**src/rtl/unit_wb_buffer_pkg.sv**
```systemverilog
// Shared types and defaults for the unit writeback result buffer.
package unit_wb_buffer_pkg;

    localparam int UNIT_WB_BUFFER_DEFAULT_DEPTH = 4;
    localparam int UNIT_WB_XLEN                 = 32;
    localparam int UNIT_WB_ID_W                 = 3;

    typedef logic [UNIT_WB_ID_W-1:0] id_t;

    typedef struct packed {
        id_t                    id;
        logic [UNIT_WB_XLEN-1:0] rd;
    } unit_wb_entry_t;

    function automatic logic is_pow2(input int unsigned v);
        return (v != 32'd0) && ((v & (v - 32'd1)) == 32'd0);
    endfunction

endpackage

```
**src/rtl/unit_wb_buffer_chk.sv**
```systemverilog
// Protocol and parameter checks for unit_wb_buffer (simulation-only properties).
module unit_wb_buffer_chk
    import unit_wb_buffer_pkg::*;
#(
    parameter int DEPTH = UNIT_WB_BUFFER_DEFAULT_DEPTH
) (
    input logic clk,
    input logic rst_n,
    input logic wb_ack,
    input logic wb_done,
    input logic push,
    input logic pop,
    input logic full,
    input logic empty
);

    if (!is_pow2(DEPTH) || (DEPTH < 2) || (DEPTH > 16)) begin : g_bad_depth
        $error("unit_wb_buffer: DEPTH must be a power of two in 2..16");
    end

    a_no_push_full: assert property (@(posedge clk) disable iff (!rst_n) !(push && full))
        else $error("unit_wb_buffer: push while full");

    a_no_underflow: assert property (@(posedge clk) disable iff (!rst_n) !(pop && empty))
        else $error("unit_wb_buffer: pop while empty");

    a_ack_idle: assert property (@(posedge clk) disable iff (!rst_n) !(wb_ack && !wb_done))
        else $error("unit_wb_buffer: wb_ack with no result presented");

endmodule

```
**src/rtl/wb_result_fifo.sv**
```systemverilog
// Generic in-order circular FIFO: head data, occupancy count, full/empty, sync flush.
module wb_result_fifo
    import unit_wb_buffer_pkg::*;
#(
    parameter int  DEPTH   = UNIT_WB_BUFFER_DEFAULT_DEPTH,
    parameter type entry_t = unit_wb_entry_t
) (
    input  logic                     clk,
    input  logic                     rst_n,
    input  logic                     flush,
    input  logic                     push,
    input  logic                     pop,
    input  entry_t                   push_data,
    output entry_t                   head_data,
    output logic [$clog2(DEPTH):0]   count,
    output logic                     full,
    output logic                     empty
);

    localparam int AW = $clog2(DEPTH);
    localparam int CW = AW + 1;

    entry_t          mem_r [DEPTH];
    logic [AW-1:0]   wr_ptr_r;
    logic [AW-1:0]   rd_ptr_r;
    logic [CW-1:0]   count_r;

    // Pointer, storage and occupancy update; flush overrides any push or pop.
    always_ff @(posedge clk or negedge rst_n) begin
        if (!rst_n) begin
            wr_ptr_r <= '0;
            rd_ptr_r <= '0;
            count_r  <= '0;
            for (int i = 0; i < DEPTH; i++) begin
                mem_r[i] <= '0;
            end
        end else if (flush) begin
            wr_ptr_r <= '0;
            rd_ptr_r <= '0;
            count_r  <= '0;
        end else begin
            if (push) begin
                mem_r[wr_ptr_r] <= push_data;
                wr_ptr_r        <= wr_ptr_r + AW'(1);
            end
            if (pop) begin
                rd_ptr_r <= rd_ptr_r + AW'(1);
            end
            case ({push, pop})
                2'b10:   count_r <= count_r + CW'(1);
                2'b01:   count_r <= count_r - CW'(1);
                default: count_r <= count_r;
            endcase
        end
    end

    assign head_data = mem_r[rd_ptr_r];
    assign count     = count_r;
    assign full      = (count_r == CW'(DEPTH));
    assign empty     = (count_r == CW'(0));

endmodule

```
**src/rtl/unit_wb_buffer.sv**
```systemverilog
// Writeback-side result buffer for multi-cycle units; holds results until the arbiter acks.
// Optional zero-latency empty bypass under `define UNIT_WB_BUFFER_BYPASS_EN.
module unit_wb_buffer
    import unit_wb_buffer_pkg::*;
#(
    parameter int DEPTH = UNIT_WB_BUFFER_DEFAULT_DEPTH,
    parameter int XLEN  = UNIT_WB_XLEN,
    parameter int ID_W  = UNIT_WB_ID_W
) (
    input  logic                   clk,
    input  logic                   rst_n,
    input  logic                   flush,
    input  logic                   in_valid,
    output logic                   in_ready,
    input  logic [ID_W-1:0]        in_id,
    input  logic [XLEN-1:0]        in_rd,
    output logic                   wb_done,
    output logic [ID_W-1:0]        wb_id,
    output logic [XLEN-1:0]        wb_rd,
    input  logic                   wb_ack,
    output logic [$clog2(DEPTH):0] occupancy
);

    typedef struct packed {
        logic [ID_W-1:0] id;
        logic [XLEN-1:0] rd;
    } entry_t;

    entry_t                 push_data_s;
    entry_t                 head_data_s;
    logic                   push_s;
    logic                   pop_s;
    logic                   bypass_s;
    logic                   full_s;
    logic                   empty_s;
    logic [$clog2(DEPTH):0] count_s;

    assign push_data_s = {in_id, in_rd};

    // Handshake qualification and result presentation; in_ready only looks at stored state.
    always_comb begin
        bypass_s = 1'b0;
        in_ready = ~full_s;
        wb_done  = ~empty_s;
        wb_id    = head_data_s.id;
        wb_rd    = head_data_s.rd;
`ifdef UNIT_WB_BUFFER_BYPASS_EN
        if (empty_s && in_valid && !flush) begin
            bypass_s = 1'b1;
            wb_done  = 1'b1;
            wb_id    = in_id;
            wb_rd    = in_rd;
        end else begin
            bypass_s = 1'b0;
        end
`endif
        pop_s = wb_ack & ~empty_s;
        if (bypass_s && wb_ack) begin
            push_s = 1'b0;
        end else begin
            push_s = in_valid & ~full_s;
        end
    end

    wb_result_fifo #(
        .DEPTH   (DEPTH),
        .entry_t (entry_t)
    ) u_fifo (
        .clk       (clk),
        .rst_n     (rst_n),
        .flush     (flush),
        .push      (push_s),
        .pop       (pop_s),
        .push_data (push_data_s),
        .head_data (head_data_s),
        .count     (count_s),
        .full      (full_s),
        .empty     (empty_s)
    );

    assign occupancy = count_s;

    unit_wb_buffer_chk #(
        .DEPTH (DEPTH)
    ) u_chk (
        .clk     (clk),
        .rst_n   (rst_n),
        .wb_ack  (wb_ack),
        .wb_done (wb_done),
        .push    (push_s),
        .pop     (pop_s),
        .full    (full_s),
        .empty   (empty_s)
    );

endmodule

```
**config.mk**
```make
export PLATFORM = sky130hd
export DESIGN_NAME = unit_wb_buffer
export DESIGN_NICKNAME = d
export VERILOG_FILES = /design/src/rtl/unit_wb_buffer_pkg.sv /design/src/rtl/unit_wb_buffer_chk.sv /design/src/rtl/wb_result_fifo.sv /design/src/rtl/unit_wb_buffer.sv
export SDC_FILE = /design/constraint.sdc
export NUM_CORES = 1
export LEC_CHECK = 0
export CORE_ASPECT_RATIO = 1.1
export CORE_MARGIN = 8
export CORE_UTILIZATION = 50
export CTS_CLUSTER_DIAMETER = 50
export DETAILED_ROUTE_END_ITERATION = 12
export PLACE_DENSITY = 0.76
export SLEW_MARGIN = 20
export SYNTH_ARGS = -nofsm -noshare
export SYNTH_HDL_FRONTEND = slang
export SYNTH_SLANG_ARGS = --single-unit
```
**constraint.sdc**
```tcl
create_clock -name clk -period 2.3 [get_ports clk]
set_input_delay 0.46 -clock clk [delete_from_list [all_inputs] [get_ports clk]]
set_output_delay 0.46 -clock clk [all_outputs]
set_load 0.05 [all_outputs]
```
==> summary.md <==
| Metric | Value |
|---|---|
| Async S/R FF share, synth | `100%` |
| Slowest cell on crit path | `mux4_2` |
| Main flop type after synthesis | `dfrtp_1` |
| XOR/XNOR Fraction of Synth Area | `0.391%` |
| Placed insts | `637` |
| Mapped Nets | `446` |
| Most used cell, CP | `buf_12` |
| WP data required | `1840 ps` |
| Synth Area in Compound Gates | `1.60%` |
| DR vias | `3770` |
| Die height | `138 um` |
| CTS tree | `yes` |
| Total global routing overflow | `0` |
| Largest net degree at the start of global routing | `69` |
| FMAX | `0.443 GHz` |
| All-Layer GR Usage | `17.1%` |
| Hold Vio Cnt, Final | `0` |
| Post-synth top area cell | `dfrtp_1` |
| GR Layer Usage met2 | `28.4%` |
| Critical path's top delay family | `multiplexers` |
| Synthesized flop and latch total | `147` |
| Simple-gate share of the synthesized area | `2.40%` |
| Crit path cell chain | `buf_12 > mux4_2 > buf_12` |
| Total power | `0.00998 W` |
| Vias in the first global route | `4386` |
| DR DRC count | `0` |
| Worst-case reg-to-reg path depth | `6` |
| H-tree levels | `4` |
| DIE AREA | `17400 um2` |
| Cts hold-fix bufs | `0` |
| I/O Buffers | `79` |
| Hpwl dp | `8.91 mm` |
| TNS Setup | `0 ps` |
| Ports | `80` |
| Layout Skew | `11.1 ps` |
| Synth top area share | `54.8%` |
| EDFF count, synth | `0` |
| CTS buffer count | `17` |
| Area share of fa/ha/maj cells after synthesis | `1.04%` |
| Multiplexer share of the synthesized area | `36.9%` |
| CP Launch Type | `flop` |
| Skew-Pair Late Insertion Delay | `420 ps` |
| Share of cells above drive strength 1 | `54.3%` |
| Routed WL | `13.7 mm` |
| DRT iter0 DRCs | `177` |
| Peak supply drop | `0.524 mV` |
| First-pass GRT wire length | `23.1 mm` |
| Period utilisation layout | `98.1%` |
| Met3 usage | `4.92%` |
| P per Cell Area | `1180 nW/um2` |
| Critical path's largest stage delay | `580 ps` |
| Initial antenna violation count | `0` |
| Longest Clk Path Bufs | `2` |
| Root buffer cell | `clkbuf_16` |
| Clock tree sinks | `147` |
| Routed Antenna Nets | `0` |
| Die X | `127 um` |
| Syn Inst Count | `401` |
| Min Tclk post-route | `2260 ps` |
| Drt pass-1 iters | `4` |
| Leakage | `3.73 nW` |
| Number of fill cells | `929` |
| R2r setup slk | `180 ps` |
| Crit path kind | `reg -> out` |
| Crit path max fanout | `19` |
| Synth top area cells | `dfrtp_1 55%, mux2_2 18%, mux4_2 12%` |
| Max-Cap Viols | `0` |
| Sequential fraction of the synthesis area | `54.8%` |
| Post-synthesis cell type count | `39` |
| Final cell count without fillers | `667` |
| Avg WL per Cell | `20.6 um` |
| Area Overhead vs Synth | `25.6%` |
| CP Buf/Inv Count | `2` |
| Worst-Margin Slew | `644 ps` |
| Hold crit path type | `in -> async` |
| Core area | `13200 um2` |
| Syn Area/Cell | `16.8 um2` |
| Final setup violating endpoints | `0` |
| Gr busiest metal | `met2` |
| Status | `finished clean` |
| Slew Limit Fails | `0` |
| Clock transition at path regs | `60 ps` |
| Row count | `44` |
| Reg-to-reg critical path startpoint | `u_fifo.count[1]` |
| Post-Syn Area | `6720 um2` |
| Initial Utilization | `51.1%` |
| Final net count | `540` |
| Detailed-route vias per instance | `5.65` |
| Final GP Congestion | `0.730` |
| CP Capture Type | `primary output` |
| Met1 Use GR | `21.2%` |
| Diodes inserted | `0` |
| FF-to-FF End | `u_fifo.count[2]` |
| Worst slew margin | `57.1%` |
| RSZ-0062 raised after global routing | `true` |
| Largest family of logic cells by synthesized area | `multiplexers` |
| WHS | `52.3 ps` |
| Arr. time, crit path | `1800 ps` |
| Ys Warns | `0` |
## worst max path at each step
| stage | cells past startpoint | slack [ps] | to | from |
|---|---|---|---|---|
| after floorplan | 7 | 50 | u_fifo.count[2] | u_fifo.count[0] |
| after CTS | 3 | 2 | wb_rd[20] | u_fifo.rd_ptr_r[0] |
| after global routing | 3 | -20 | wb_rd[11] | u_fifo.rd_ptr_r[0] |
| after detailed placement | 7 | -110 | u_fifo.count[2] | in_valid |
| final | 3 | 40 | wb_rd[19] | u_fifo.rd_ptr_r[0] |
| after global placement | 7 | -30 | u_fifo.count[2] | in_valid |
## layer usage
layer	vias up	share of wire, %
met5	-	0
met3	16	3.6
met1	2009	44
met2	67	51
li1	1678	-
met4	0	1.3
## power breakdown
part           internal [W]  switching (W)
Clock               0.00151       0.000993
Combinational       0.00189        0.00179
Sequential          0.00338       0.000420
## placed cells by master, fill, tap and decap left out, types with 2 or more instances in the layout
cell type / count
a21oi_1: 2
a31oi_1: 2
buf_12: 19
buf_4: 28
buf_6: 13
clkbuf_1: 4
clkbuf_16: 17
clkbuf_8: 5
clkdlybuf4s50_1: 39
clkinv_2: 2
clkinvlp_4: 2
dfrtp_1: 142
dfrtp_2: 5
dlygate4sd2_1: 3
ha_1: 4
inv_1: 3
mux2_2: 110
mux2_4: 30
mux4_2: 35
nand3_1: 4
nand3_2: 3
nor2_1: 7
o21ai_0: 4
xor2_1: 2
## through the flow
stage	util, %	setup WS, ps	cell area (um2)
finish	64.1	44.7	8440
global route	64.1	-18.6	8440
CTS	63.8	1.81	8390
detailed placement	59.7	-108	7860
global placement	59.7	-34.9	7860
floorplan	-	52.7	6730
## cell type report
class	instances	area, um2	area share, %
flip-flops and latches	147	3680	43.7
multi-input cells	223	2850	33.8
repair buffers	102	1150	13.7
clock buffers	26	509	6.04
well taps	161	201	2.39
clock inverters	4	25.0	0.297
inverters	4	15.0	0.178
## flip-flops by register name (all words and copies together) (netlist names)
name,cells
u_fifo.wr_ptr_r,2
u_fifo.count,3
u_fifo.mem_r,140
u_fifo.rd_ptr_r,2
## kinds of logic (layout without fill, tap and decap cells)
kind of cell    Yosys count  count (layout)
flops                   147             147
compound gates           16              16
buf+inv                  31             136
mux                     175             175
simple gates             24              24
fa+ha+maj                 5               5
xor+xnor                  3               3
## cells in the mapped netlist, types with 2 or more instances
cell	instances
buf_6	2
xor2_1	2
mux4_2	35
a31oi_1	2
inv_1	3
buf_12	3
mux2_4	30
mux2_2	110
o21ai_0	4
a21oi_1	2
clkbuf_1	8
nand3_1	4
dfrtp_1	147
ha_1	4
buf_2	13
nand3_2	3
nor2_1	7
## worst reg2reg max path, stage by stage, from the launching register on
cell and delay, ps:
dfrtp_2 480, o31ai_2 350, nor2_1 100, fa_1 380
nand2b_1 170, or4_1 400, a31oi_1 170
## timing repair
| item | CTS | global route |
|---|---|---|
| buffers inserted | 0 | 0 |
| resized for setup | 3 | 12 |
| endpoints found under the setup margin | 3 | 21 |
(Power assumes the default switching activity.)
